===== src/rtl/enc_codeword_gen_serial.sv =====
// enc_codeword_gen_serial -- bit-serial SECDED Hamming encoder.
//
// Takes one data word over a valid/ready handshake and emits an 8-, 16- or
// 32-bit SECDED codeword. One data bit is consumed per clock. The result is
// held on codeword_out until the downstream stage accepts it.
//
// Codeword layout (N = 8/16/32):
//   bit i is Hamming position i; check bits sit at positions 1,2,4,8,16
//   (those below N); data bits fill the remaining positions in ascending
//   order starting with data_in[0] at position 3. The check bit at
//   position 2^j is bit j of S, where S is the XOR of the positions of all
//   set data bits. Bit 0 is the overall parity of bits 1..N-1.
//
// Ports:
//   clk            system clock, rising edge
//   rst            asynchronous reset, active low
//   in_valid       data_in / codeword_width valid
//   in_ready       block can accept a word (IDLE only)
//   data_in        data bits, LSB-aligned; only the low K bits are used
//   codeword_width 00 = 8-bit (K=4), 01 = 16-bit (K=11), 1x = 32-bit (K=26)
//   err_mask       (ENC_ERR_INJECT_EN only) bits XORed into the codeword
//   out_valid      codeword_out valid
//   out_ready      downstream accepts the codeword
//   codeword_out   encoded word; bits at or above the selected width are 0
//   busy           high while a word is being encoded or waiting for pickup
//
// Optional feature: define ENC_ERR_INJECT_EN to add the err_mask input.
// The mask is captured with the data word and XORed (width-limited) into
// the codeword, which lets a decoder bench see 1- and 2-bit errors.

module enc_codeword_gen_serial #(
   parameter int MAX_DATA_W = 26,
   parameter int CW_W       = 32
) (
   input  logic                  clk,
   input  logic                  rst,
   input  logic                  in_valid,
   output logic                  in_ready,
   input  logic [MAX_DATA_W-1:0] data_in,
   input  logic [1:0]            codeword_width,
`ifdef ENC_ERR_INJECT_EN
   input  logic [CW_W-1:0]       err_mask,
`endif
   output logic                  out_valid,
   input  logic                  out_ready,
   output logic [CW_W-1:0]       codeword_out,
   output logic                  busy
);

   typedef enum logic [1:0] {IDLE, CALC, DONE} state_t;

   state_t                state, state_nxt;
   logic                  accept, last;

   logic [MAX_DATA_W-1:0] data_sr;    // data word, shifted right one bit per CALC cycle
   logic [4:0]            k_cnt;      // index of the data bit being handled
   logic [4:0]            k_last;     // K-1 for the captured width
   logic [4:0]            pos;        // Hamming position of the current data bit
   logic [4:0]            syn;        // running S
   logic                  par;        // running parity of the data bits
   logic [CW_W-1:0]       acc;        // data bits placed at their positions
   logic [CW_W-1:0]       wmask;      // ones below the selected width
`ifdef ENC_ERR_INJECT_EN
   logic [CW_W-1:0]       emask;
`endif

   logic                  bit_cur;
   logic [4:0]            syn_nxt;
   logic                  par_nxt;
   logic [CW_W-1:0]       acc_nxt;
   logic [4:0]            pos_inc;
   logic [4:0]            pos_nxt;
   logic [CW_W-1:0]       cw_nxt;

   // ---------------------------------------------------------------- FSM
   always_ff @(posedge clk or negedge rst) begin
      if (!rst) state <= IDLE;
      else      state <= state_nxt;
   end

   always_comb begin
      state_nxt = state;
      in_ready  = 1'b0;
      out_valid = 1'b0;
      busy      = 1'b0;
      accept    = 1'b0;
      last      = 1'b0;
      case (state)
         IDLE: begin
            in_ready = 1'b1;
            if (in_valid) begin
               accept    = 1'b1;
               state_nxt = CALC;
            end
         end
         CALC: begin
            busy = 1'b1;
            if (k_cnt == k_last) begin
               last      = 1'b1;
               state_nxt = DONE;
            end
         end
         DONE: begin
            busy      = 1'b1;
            out_valid = 1'b1;
            if (out_ready) state_nxt = IDLE;
         end
         default: state_nxt = IDLE;
      endcase
   end

   // ---------------------------------------------------------- datapath
   always_comb begin
      bit_cur      = data_sr[0];
      syn_nxt      = bit_cur ? (syn ^ pos) : syn;
      par_nxt      = par ^ bit_cur;
      acc_nxt      = acc;
      acc_nxt[pos] = bit_cur;
      // Step to the next position that is not a power of two (skip check slots).
      pos_inc      = pos + 5'd1;
      pos_nxt      = ((pos_inc & (pos_inc - 5'd1)) == 5'd0) ? (pos + 5'd2) : pos_inc;

      // Final codeword from the post-update S/P so the last data bit counts.
      // Check-bit slots in acc are still zero, so plain assignment is safe.
      cw_nxt = acc_nxt;
      for (int j = 0; j < 5; j++) cw_nxt[1 << j] = syn_nxt[j];
      // Check bits contribute XOR-reduce(S) ones, data bits contribute P.
      cw_nxt[0] = par_nxt ^ (^syn_nxt);
      cw_nxt    = cw_nxt & wmask;
`ifdef ENC_ERR_INJECT_EN
      cw_nxt    = cw_nxt ^ (emask & wmask);
`endif
   end

   always_ff @(posedge clk or negedge rst) begin
      if (!rst) begin
         data_sr      <= '0;
         k_cnt        <= '0;
         k_last       <= '0;
         pos          <= '0;
         syn          <= '0;
         par          <= 1'b0;
         acc          <= '0;
         wmask        <= '0;
         codeword_out <= '0;
`ifdef ENC_ERR_INJECT_EN
         emask        <= '0;
`endif
      end else if (accept) begin
         data_sr <= data_in;
         k_cnt   <= '0;
         pos     <= 5'd3;
         syn     <= '0;
         par     <= 1'b0;
         acc     <= '0;
         case (codeword_width)
            2'b00: begin
               k_last <= 5'd3;
               wmask  <= CW_W'(32'h0000_00FF);
            end
            2'b01: begin
               k_last <= 5'd10;
               wmask  <= CW_W'(32'h0000_FFFF);
            end
            default: begin   // 10 and 11 both select 32 bits
               k_last <= 5'd25;
               wmask  <= '1;
            end
         endcase
`ifdef ENC_ERR_INJECT_EN
         emask   <= err_mask;
`endif
      end else if (state == CALC) begin
         data_sr <= data_sr >> 1;
         k_cnt   <= k_cnt + 5'd1;
         pos     <= pos_nxt;
         syn     <= syn_nxt;
         par     <= par_nxt;
         acc     <= acc_nxt;
         if (last) codeword_out <= cw_nxt;
      end
   end

endmodule


===== config.mk =====
export PLATFORM = sky130hd
export DESIGN_NAME = enc_codeword_gen_serial
export DESIGN_NICKNAME = d
export VERILOG_FILES = /design/src/rtl/enc_codeword_gen_serial.sv
export SDC_FILE = /design/constraint.sdc
export NUM_CORES = 1
export LEC_CHECK = 0
export CORE_ASPECT_RATIO = 1.1
export CORE_UTILIZATION = 50
export CTS_BUF_LIST = sky130_fd_sc_hd__clkbuf_8
export CTS_CLUSTER_DIAMETER = 200
export DETAILED_ROUTE_END_ITERATION = 7
export PLACE_DENSITY = 0.73
export SLEW_MARGIN = 5
export SYNTH_ARGS = -nofsm -noshare
export SYNTH_HDL_FRONTEND = slang
export SYNTH_SLANG_ARGS = --single-unit

===== constraint.sdc =====
create_clock -name clk -period 5.9 [get_ports clk]
set_input_delay 0.885 -clock clk [delete_from_list [all_inputs] [get_ports clk]]
set_output_delay 0.885 -clock clk [all_outputs]
set_load 0.01 [all_outputs]

==> results.md <==
- Final antenna-violating net count: 0
- Metal-1 WL: 5.03 mm
- Routed WL: 10.7 mm
- Worst Hold Depth: 1
- Area of the multi-input gates: 2420 um2
- Run status: finished clean
- Die Ht: 110 um
- Max Clk Rate: 0.375 GHz
- Synthesized area: 5340 um2
- Startpoint Class: input port
- Post-synthesis net count: 588
- Clock-pin transition on the worst setup and hold timing paths: 0.09 ns
- FP Rows: 39
- First-pass GRT wire length: 18.2 mm
- Critical path type: in2reg
- RePlAce Congestion: 0.729
- Cell with the most instances after synthesis: nand2_1
- Layout filler cell count: 923
- Netlist cell types: 46
- CP Data Arrival Time: 2.98 ns
- Register area: 2680 um2
- Largest net degree at the start of global routing: 75
- Worst clock skew: 0.0101 ns
- Drt drc: 0
- Syn avg cell area: 9.79 um2
- Final worst-path cycle share: 45.2%
- Setup repair bufs after CTS: 0
- Synth top cells by count: nand2_1 (108), dfrtp_1 (107), mux2i_1 (39)
- Biggest area consumer among synthesized cells: dfrtp_1
- Total GRT Usage: 20.7%
- WP data required: 6.22 ns
- DIE AREA: 11100 um2
- Vias in the first global route: 3772
- Met3 WL: 348 um
- Via count: 3935
- Max clock buf depth: 2
- Ant. Diodes: 0
- CTS tree: yes
- Setup TNS: 0 ns
- Most used flip-flop cell after synthesis: dfrtp_1
- Cell count after synthesis: 546
- Hold Crit Class: reg2reg
- Pwr dens: 434 nW/um2
- RSZ-0062 raised after global routing: no
- Initial Util: 51.4%
- Wire per inst: 14.6 um
- Initial antenna violation count: 0
- Core Box Area: 10400 um2
- Max layer used: met4
- Setup Viol. Count Final: 0
- Max cap viols: 0
- CTS buffer count: 9
- CP Capture Type: register
- Net count, final: 626
- Die Wd: 101 um
- Skew-Pair Late Insertion Delay: 0.38 ns
- Synth warn: 0
- Final hold vios: 0
- LEAKAGE: 0.00290 uW
- Reg2reg path depth: 6
- Area Growth Syn to Fin: 15.7%
- Cts hold-fix bufs: 0
- Async SR Flop Fraction: 100%
- Gr ovfl total: 0
- Peak supply drop: 0.418 mV
- First DRT Iteration DRCs: 280
- Flops & latches, synth: 107
- Post-CTS Resized: 0
- Fin. max-slew vios: 0
- Clk sink count: 107
- Share of cells above drive strength 1: 5.27%
- Ranking of synthesized cells by area: dfrtp_1 (50%), nand2_1 (7.6%), mux2i_1 (7.3%)
- Crit-path max FO: 74
- Final hold slack: 0.484 ns
- Seq/Total Area, Yosys: 50.1%
- DP HPWL: 6.96 mm
- Slew @ Worst Pin: 0.825 ns
- Yosys top cell area share: 50.1%
- DR vias/cell: 5.38
- DR WL met2: 5.02 mm
- I/O pins: 67
- EDFF count, synth: 0
- Slew headroom: 44.8%
- H-tree levels: 3
- DR pass1 iterations: 5
- Minimum clock period: 2.66 ns
- Clock root buffer: clkbuf_8
- Port bufs: 66
## final timing paths
path / startpoint / slack [ns] / to
max: in_valid / 3.24 / acc[30]$_DFFE_PN0P_
min: acc[21]$_DFFE_PN0P_ / 0.48 / acc[21]$_DFFE_PN0P_
max reg2reg: state[1]$_DFFE_PN0P_ / 3.27 / codeword_out[17]$_DFFE_PN0P_
min reg2reg: acc[21]$_DFFE_PN0P_ / 0.48 / acc[21]$_DFFE_PN0P_
max in group asynchronous: rst / 4.20 / data_sr[20]$_DFFE_PN0P_
min in group asynchronous: rst / 0.54 / codeword_out[25]$_DFFE_PN0P_
## final cells by class
class,count,area share (%)
clock buffer,10,2.23
clock inverter,5,0.385
inverter,9,0.547
timing repair buffer,72,11.4
multi-input combinational,385,39.2
sequential,107,43.3
tap,143,2.90
## sequential cells by signal (all words and copies together) (netlist names)
name / cells
par: 1
wmask: 3
pos: 5
codeword_out: 32
k_cnt: 5
k_last: 2
acc: 26
data_sr: 26
state: 2
syn: 5
## per-layer routing
| layer | up-vias | GRT usage, % |
|---|---|---|
| met1 | 1897 | 28.5 |
| met4 | 0 | 9.08 |
| met5 | - | 0 |
| li1 | 1937 | - |
| met3 | 18 | 2.59 |
| met2 | 83 | 32.8 |
## cells in the final DEF, fill, tap and decap left out, drive strengths merged, types with 2 or more instances in the layout
cell type,Yosys,routed
nand2,108,108
dfrtp,107,107
clkdlybuf4s50,0,65
mux2i,39,39
o21ai,28,28
nand3,26,26
nor2,24,24
a21oi,23,23
a21o,22,22
a22o,21,21
xor2,18,18
xnor2,13,13
inv,8,11
clkbuf,30,10
o31ai,10,10
ha,10,10
buf,15,7
nand4,5,5
and2,5,5
nand2b,4,4
a31oi,4,4
and3,4,4
nor3b,3,3
a32o,2,2
nor2b,2,2
o22ai,2,2
o211ai,2,2
and3b,2,2
clkinv,1,2
## cells by family (layout without fill, tap and decap cells)
| family | Yosys count | count (layout) | share of synthesized area [%] |
|---|---|---|---|
| simple gates | 187 | 187 | 15.7 |
| compound gates | 117 | 117 | 14.7 |
| flops | 107 | 107 | 50.1 |
| buf+inv | 54 | 96 | 4.57 |
| mux | 40 | 40 | 7.52 |
| xor+xnor | 31 | 31 | 5.08 |
| fa+ha+maj | 10 | 10 | 2.34 |
## stage by stage
step	power, uW	area, um2	std cells	util [%]	setup slack [ns]
floorplan	2030	5340	546	-	3.86
CTS	2710	6180	731	59.5	3.24
detailed placement	2310	6020	716	57.9	2.85
finish	2680	6180	731	59.5	3.24
global placement	2270	6020	716	57.9	2.90
global route	2900	6180	731	59.5	3.01
## critical path, cell delays in order
cell and delay [ns]:
clkdlybuf4s50_1 0.43, and2_2 0.18, buf_4 0.32, nor2_1 0.71, buf_4 0.30, a21o_1 0.13
## power breakdown
group | internal [uW] | leakage (uW) | switching (uW)
Clock | 158 | 0.0000919 | 240
Combinational | 518 | 0.00140 | 670
Sequential | 922 | 0.00141 | 176
Total | 1600 | 0.00290 | 1090
Power figures use the tool's default switching activity.
